## src/rtl/branch_predict_resolve_unit.sv

```systemverilog
// Branch resolve unit with a 2-bit-counter BHT predictor.
// Resolve results are registered; prediction reads the table combinationally.
module branch_predict_resolve_unit #(
  parameter int unsigned XLEN      = 32,
  parameter int unsigned BHT_DEPTH = 16,
  parameter logic [1:0]  BHT_INIT  = 2'b01
) (
  input  logic            CLK,
  input  logic            RESET,
  input  logic [XLEN-1:0] PRED_PC,
  output logic            PRED_TAKEN,
  input  logic            RES_VALID,
  input  logic [XLEN-1:0] RES_PC,
  input  logic [XLEN-1:0] DATA1,
  input  logic [XLEN-1:0] DATA2,
  input  logic [3:0]      SELECT,
  input  logic            RES_PRED_TAKEN,
  output logic            OUT_VALID,
  output logic            BJ_SIG,
  output logic            MISPREDICT,
  output logic [31:0]     BRANCH_COUNT,
  output logic [31:0]     MISPRED_COUNT
);

  localparam int unsigned IW = $clog2(BHT_DEPTH);

  logic [1:0]    r_bht [BHT_DEPTH];
  logic          r_out_valid;
  logic          r_bj;
  logic          r_mis;
  logic [31:0]   r_bcnt;
  logic [31:0]   r_mcnt;

  logic [IW-1:0] w_pidx;
  logic [IW-1:0] w_ridx;
  logic          w_is_br;
  logic          w_is_cond;
  logic          w_take;
  logic          w_bj;
  logic          w_mis;
  logic          w_eq;
  logic          w_lt;
  logic          w_ltu;

  assign w_pidx     = PRED_PC[IW+1:2];
  assign w_ridx     = RES_PC[IW+1:2];
  assign PRED_TAKEN = r_bht[w_pidx][1];

  assign w_eq  = (DATA1 == DATA2);
  assign w_lt  = ($signed(DATA1) < $signed(DATA2));
  assign w_ltu = (DATA1 < DATA2);

  always_comb begin
    w_is_br   = 1'b1;
    w_is_cond = 1'b1;
    w_take    = 1'b0;
    case (SELECT)
      4'b1010: begin
        w_is_cond = 1'b0;
        w_take    = 1'b1;
      end
      4'b1000: w_take = w_eq;
      4'b1001: w_take = ~w_eq;
      4'b1100: w_take = w_lt;
      4'b1101: w_take = ~w_lt;
      4'b1110: w_take = w_ltu;
      4'b1111: w_take = ~w_ltu;
      default: begin
        w_is_br   = 1'b0;
        w_is_cond = 1'b0;
      end
    endcase
  end

  assign w_bj  = w_is_br & w_take;
  assign w_mis = w_is_br & (w_take != RES_PRED_TAKEN);

  always_ff @(posedge CLK) begin
    if (RESET) begin
      for (int i = 0; i < BHT_DEPTH; i++) begin
        r_bht[i] <= BHT_INIT;
      end
      r_out_valid <= 1'b0;
      r_bj        <= 1'b0;
      r_mis       <= 1'b0;
      r_bcnt      <= '0;
      r_mcnt      <= '0;
    end else begin
      r_out_valid <= RES_VALID;
      r_bj        <= RES_VALID & w_bj;
      r_mis       <= RES_VALID & w_mis;
      if (RES_VALID && w_is_br && (r_bcnt != '1)) begin
        r_bcnt <= r_bcnt + 32'd1;
      end
      if (RES_VALID && w_mis && (r_mcnt != '1)) begin
        r_mcnt <= r_mcnt + 32'd1;
      end
      // Jumps never train the table; only conditional branches do.
      if (RES_VALID && w_is_cond) begin
        if (w_take && (r_bht[w_ridx] != 2'b11)) begin
          r_bht[w_ridx] <= r_bht[w_ridx] + 2'd1;
        end else if (!w_take && (r_bht[w_ridx] != 2'b00)) begin
          r_bht[w_ridx] <= r_bht[w_ridx] - 2'd1;
        end
      end
    end
  end

  assign OUT_VALID     = r_out_valid;
  assign BJ_SIG        = r_bj;
  assign MISPREDICT    = r_mis;
  assign BRANCH_COUNT  = r_bcnt;
  assign MISPRED_COUNT = r_mcnt;

endmodule

```

## config.mk

```make
export PLATFORM = sky130hd
export DESIGN_NAME = branch_predict_resolve_unit
export DESIGN_NICKNAME = d
export VERILOG_FILES = /design/src/rtl/branch_predict_resolve_unit.sv
export SDC_FILE = /design/constraint.sdc
export NUM_CORES = 1
export LEC_CHECK = 0
export CAP_MARGIN = 20
export CORE_UTILIZATION = 46
export DETAILED_ROUTE_END_ITERATION = 12
export HOLD_SLACK_MARGIN = 0.08
export PLACE_DENSITY_LB_ADDON = 0.05
export SETUP_SLACK_MARGIN = 0.5
export SYNTH_ARGS = -nofsm -noshare
export SYNTH_HDL_FRONTEND = slang
export SYNTH_SLANG_ARGS = --single-unit
export TNS_END_PERCENT = 100
```

## constraint.sdc

```tcl
create_clock -name CLK -period 4.25 [get_ports CLK]
set_input_delay 0.85 -clock CLK [delete_from_list [all_inputs] [get_ports CLK]]
set_output_delay 0.85 -clock CLK [all_outputs]
set_load 0.05 [all_outputs]
```

==> results of run 1 <==
[logic make-up after synthesis]
kind of cell,after synthesis
compound gates,106
flops,99
fa+ha+maj,34
buf+inv,73
mux,26
xor+xnor,32
simple gates,288
[synth_stat cells, drive strengths merged (15+ instances only)]
library cell  number  share of area
clkbuf            21          0.013
o21ai             16          0.013
ha                34          0.071
or4               15          0.019
nor3              17          0.014
inv               46          0.029
nor2              68          0.047
xor2              22          0.033
dfxtp             67           0.22
nand2             61          0.038
a21oi             36          0.030
nand3             28          0.023
edfxtp            32           0.16
nand4             24          0.026
[metrics by stage]
stage                     worst slack [ps]  hold WS [ps]  utilization  cells
after detailed placement             -25.6           484        0.614    976
final                                  554           493        0.667    999
after global routing                   472           526        0.667    999
after floorplan                        514           712            -    658
after global placement                36.7           473        0.614    976
after CTS                              501           495        0.658    996
[timing repair]
item	4_1_cts	5_1_grt
pin swaps	16	9
cloned	1	2
buffers inserted	3	1
endpoints found under the setup margin	59	80
gates resized for setup	49	16
[layer usage]
layer / vias up / wire length, um
met5: - / 0
met4: 0 / 177
met3: 18 / 957
met2: 170 / 8120
met1: 2628 / 6860
li1: 2732 / -
[area by class of cell]
type,count,share of cell area
inverters,46,0.0204
multi-input cells,486,0.434
well taps,172,0.0255
repair buffers,180,0.214
clock inverters,6,0.00651
clock buffers,10,0.0271
flip-flops and latches,99,0.272
[worst min-delay path, stage by stage, from the launching register on]
cell and delay [ps]:
dfxtp_1 330, o31ai_1 60, a21oi_1 50
[power groups by stage]
stage / Sequential (mW) / Clock (mW) / Combinational, mW
final: 0.988 / 0.798 / 0.415
after global routing: 0.990 / 0.856 / 0.448
after detailed placement: 1.01 / 0 / 0.350
after CTS: 0.988 / 0.812 / 0.393
after floorplan: 1.02 / 0 / 0.191
after global placement: 1.01 / 0 / 0.339
[layout by cell type, fill, tap and decap left out, types with 15 or more instances in the layout]
cell / synthesis / final
nand3_1: 28 / 28
dfxtp_1: 67 / 67
xor2_1: 21 / 21
nand4_1: 23 / 23
o21ai_0: 15 / 15
edfxtp_1: 32 / 32
inv_1: 46 / 37
clkdlybuf4s50_1: 0 / 124
ha_1: 34 / 25
a21oi_1: 36 / 35
nor3_1: 17 / 17
buf_4: 0 / 27
nor2_1: 64 / 64
nand2_1: 61 / 61
[registers in the layout (all words and copies together) (netlist names)]
name           cells
BJ_SIG             1
MISPREDICT         1
MISPRED_COUNT     32
r_bht             32
OUT_VALID          1
BRANCH_COUNT      32
[worst min path at each step]
stage,end,cells past startpoint
final,MISPRED_COUNT[8],2
after global routing,MISPRED_COUNT[13],2
after CTS,MISPRED_COUNT[8],2
after detailed placement,MISPRED_COUNT[5],2
after global placement,MISPRED_COUNT[5],2
after floorplan,MISPRED_COUNT[13],2
==> results_dict.tcl, run 1 <==
set metrics [dict create \
    worst_slew_pin_slew_ps 966 \
    power_switching_mw 0.603 \
    maxCapViolCount 0 \
    cts.sinks 99 \
    power.density_nw_per_um2 260 \
    yosys_most_used_dff "dfxtp_1" \
    startpoint_type "input pin" \
    fin_crit_ps 3700 \
    dieArea_um2 13500 \
    hold_viol_final 0 \
    postRouteAntennaNets 0 \
    post-route-period-util 0.870 \
    power_mw 2.20 \
    path_cells "clkdlybuf4s50_1 -> ha_4 -> nand4_4 -> or4_4 -> or3_4 -> and2_4 -> o2111ai_4 -> nor2_4 -> clkbuf_16 -> or4_4 -> a21oi_2" \
    crit_cells 11 \
    switching_share 0.274 \
    wirelength_um 16100 \
    synth_compound_area_frac 0.120 \
    grt_pass1_wl_um 25400 \
    slew_viol_final 0 \
    setup_tns_ps 0 \
    syn_inst 658 \
    met2_usage 0.418 \
    detailed_place_hpwl_um 11500 \
    top_usage_layer "met2" \
    die_h_um 116 \
    r2r_start "MISPRED_COUNT[6]" \
    synth.distinct_cells 64 \
    endpoint "MISPRED_COUNT[19]" \
    start_util 0.474 \
    numCtsBuffers 9 \
    crit_type "in2reg" \
    crit_top_cell "or4_4" \
    cts.hold.buffers_added 0 \
    worstSetupEndpointType "register" \
    coreArea_um2 12700 \
    numPortBuffers 147 \
    ys_seq_area_frac 0.384 \
    synthSimpleGateAreaFrac 0.252 \
    dr.pass1.iters 5 \
    final_nets 992 \
    critPathRequiredTime_ps 4530 \
    dpl_cell_area_um2 7770 \
    worstReg2RegEnd "MISPRED_COUNT[27]" \
    grt_max_degree 92 \
    min-delay-start "MISPRED_COUNT[8]" \
    place.gp.congestion 0.851 \
    via_per_inst 5.55 \
    avgSynthCellArea_um2 9.12 \
    startpoint "DATA1[31]" \
    clk_latency_ps 350 \
    ir_worst_vdd_v 0.000184 \
    root_buffer "clkbuf_16" \
    fp-row-count 41 \
    syn_nets 828 \
    yosys_register_bits 99 \
    max_stage_delay_ps 530 \
    p_seq_frac 0.449 \
    cts_tree "done" \
    seqCellArea_um2 2300 \
    die-width_um 116 \
    max_freq_ghz 0.271 \
    synth_adder_area_share 0.0709 \
    grt_setup_unrepaired "yes" \
    first_iter_violations 341 \
    arrival_ps 3970 \
    reg2reg_slack_ps 1100 \
    cts_max_level 3 \
    num_vias 5548 \
    cp_top_family "simple AND/OR/NAND/NOR gates" \
    path_clk_slew_ps 80 \
    muxShareOfSynthArea 0.0765 \
    synth_edf_count 32 \
    power_frac_clock 0.362 \
    yosysWarnings 0 \
    hp-class "reg2reg" \
    fin_skew_ps 11.9 \
    cellInternalPower_mw 1.60 \
    synth_top_family_by_area "simple AND/OR/NAND/NOR gates" \
    design_area_um2 8450 \
    critPathSlowestCell "or4_4" \
    status "complete, no violations" \
    grt_pass1_vias 5348 \
    setup_viol 0 \
    area_delta_synth_final_pct 40.8 \
    synth_xor_area_frac 0.0479 \
    antenna_found_initial 0 \
    multi_input_area_um2 3670 \
    met1_usage 0.296 \
    cp_max_fo 5 \
    slew_headroom 0.356 \
    synth-async-reset-ratio 0 \
    wl_per_cell_um 16.1 \
    drive_above_1_share 0.146 \
    grtUsageMet3 0.0592 \
    combPwrFrac 0.189 \
    p_leak_nw 3.12 \
    io_pins 204 \
    diodes 0 \
    gr-total-overflow 0 \
    track_usage 0.241 \
    syn_area_um2 6000 \
    ff2ff_path_depth 10 \
    cp_num_buf_inv 2 \
    nFillCells 1060 \
    drc 0 \
    clockBufferDepth 2 \
]
No activity file was read; power rests on OpenSTA's default activity.
==> inputs of run 2 (changes only) <==
--- a/config.mk
+++ b/config.mk
@@ -5,7 +5,7 @@
 export SDC_FILE = /design/constraint.sdc
 export NUM_CORES = 1
 export LEC_CHECK = 0
-export CAP_MARGIN = 20
+export ABC_AREA = 0
 export CORE_UTILIZATION = 46
 export DETAILED_ROUTE_END_ITERATION = 12
 export HOLD_SLACK_MARGIN = 0.08
==> results of run 2 <==
Same layout as run 1: the final DEF is identical, and so are final timing and power.
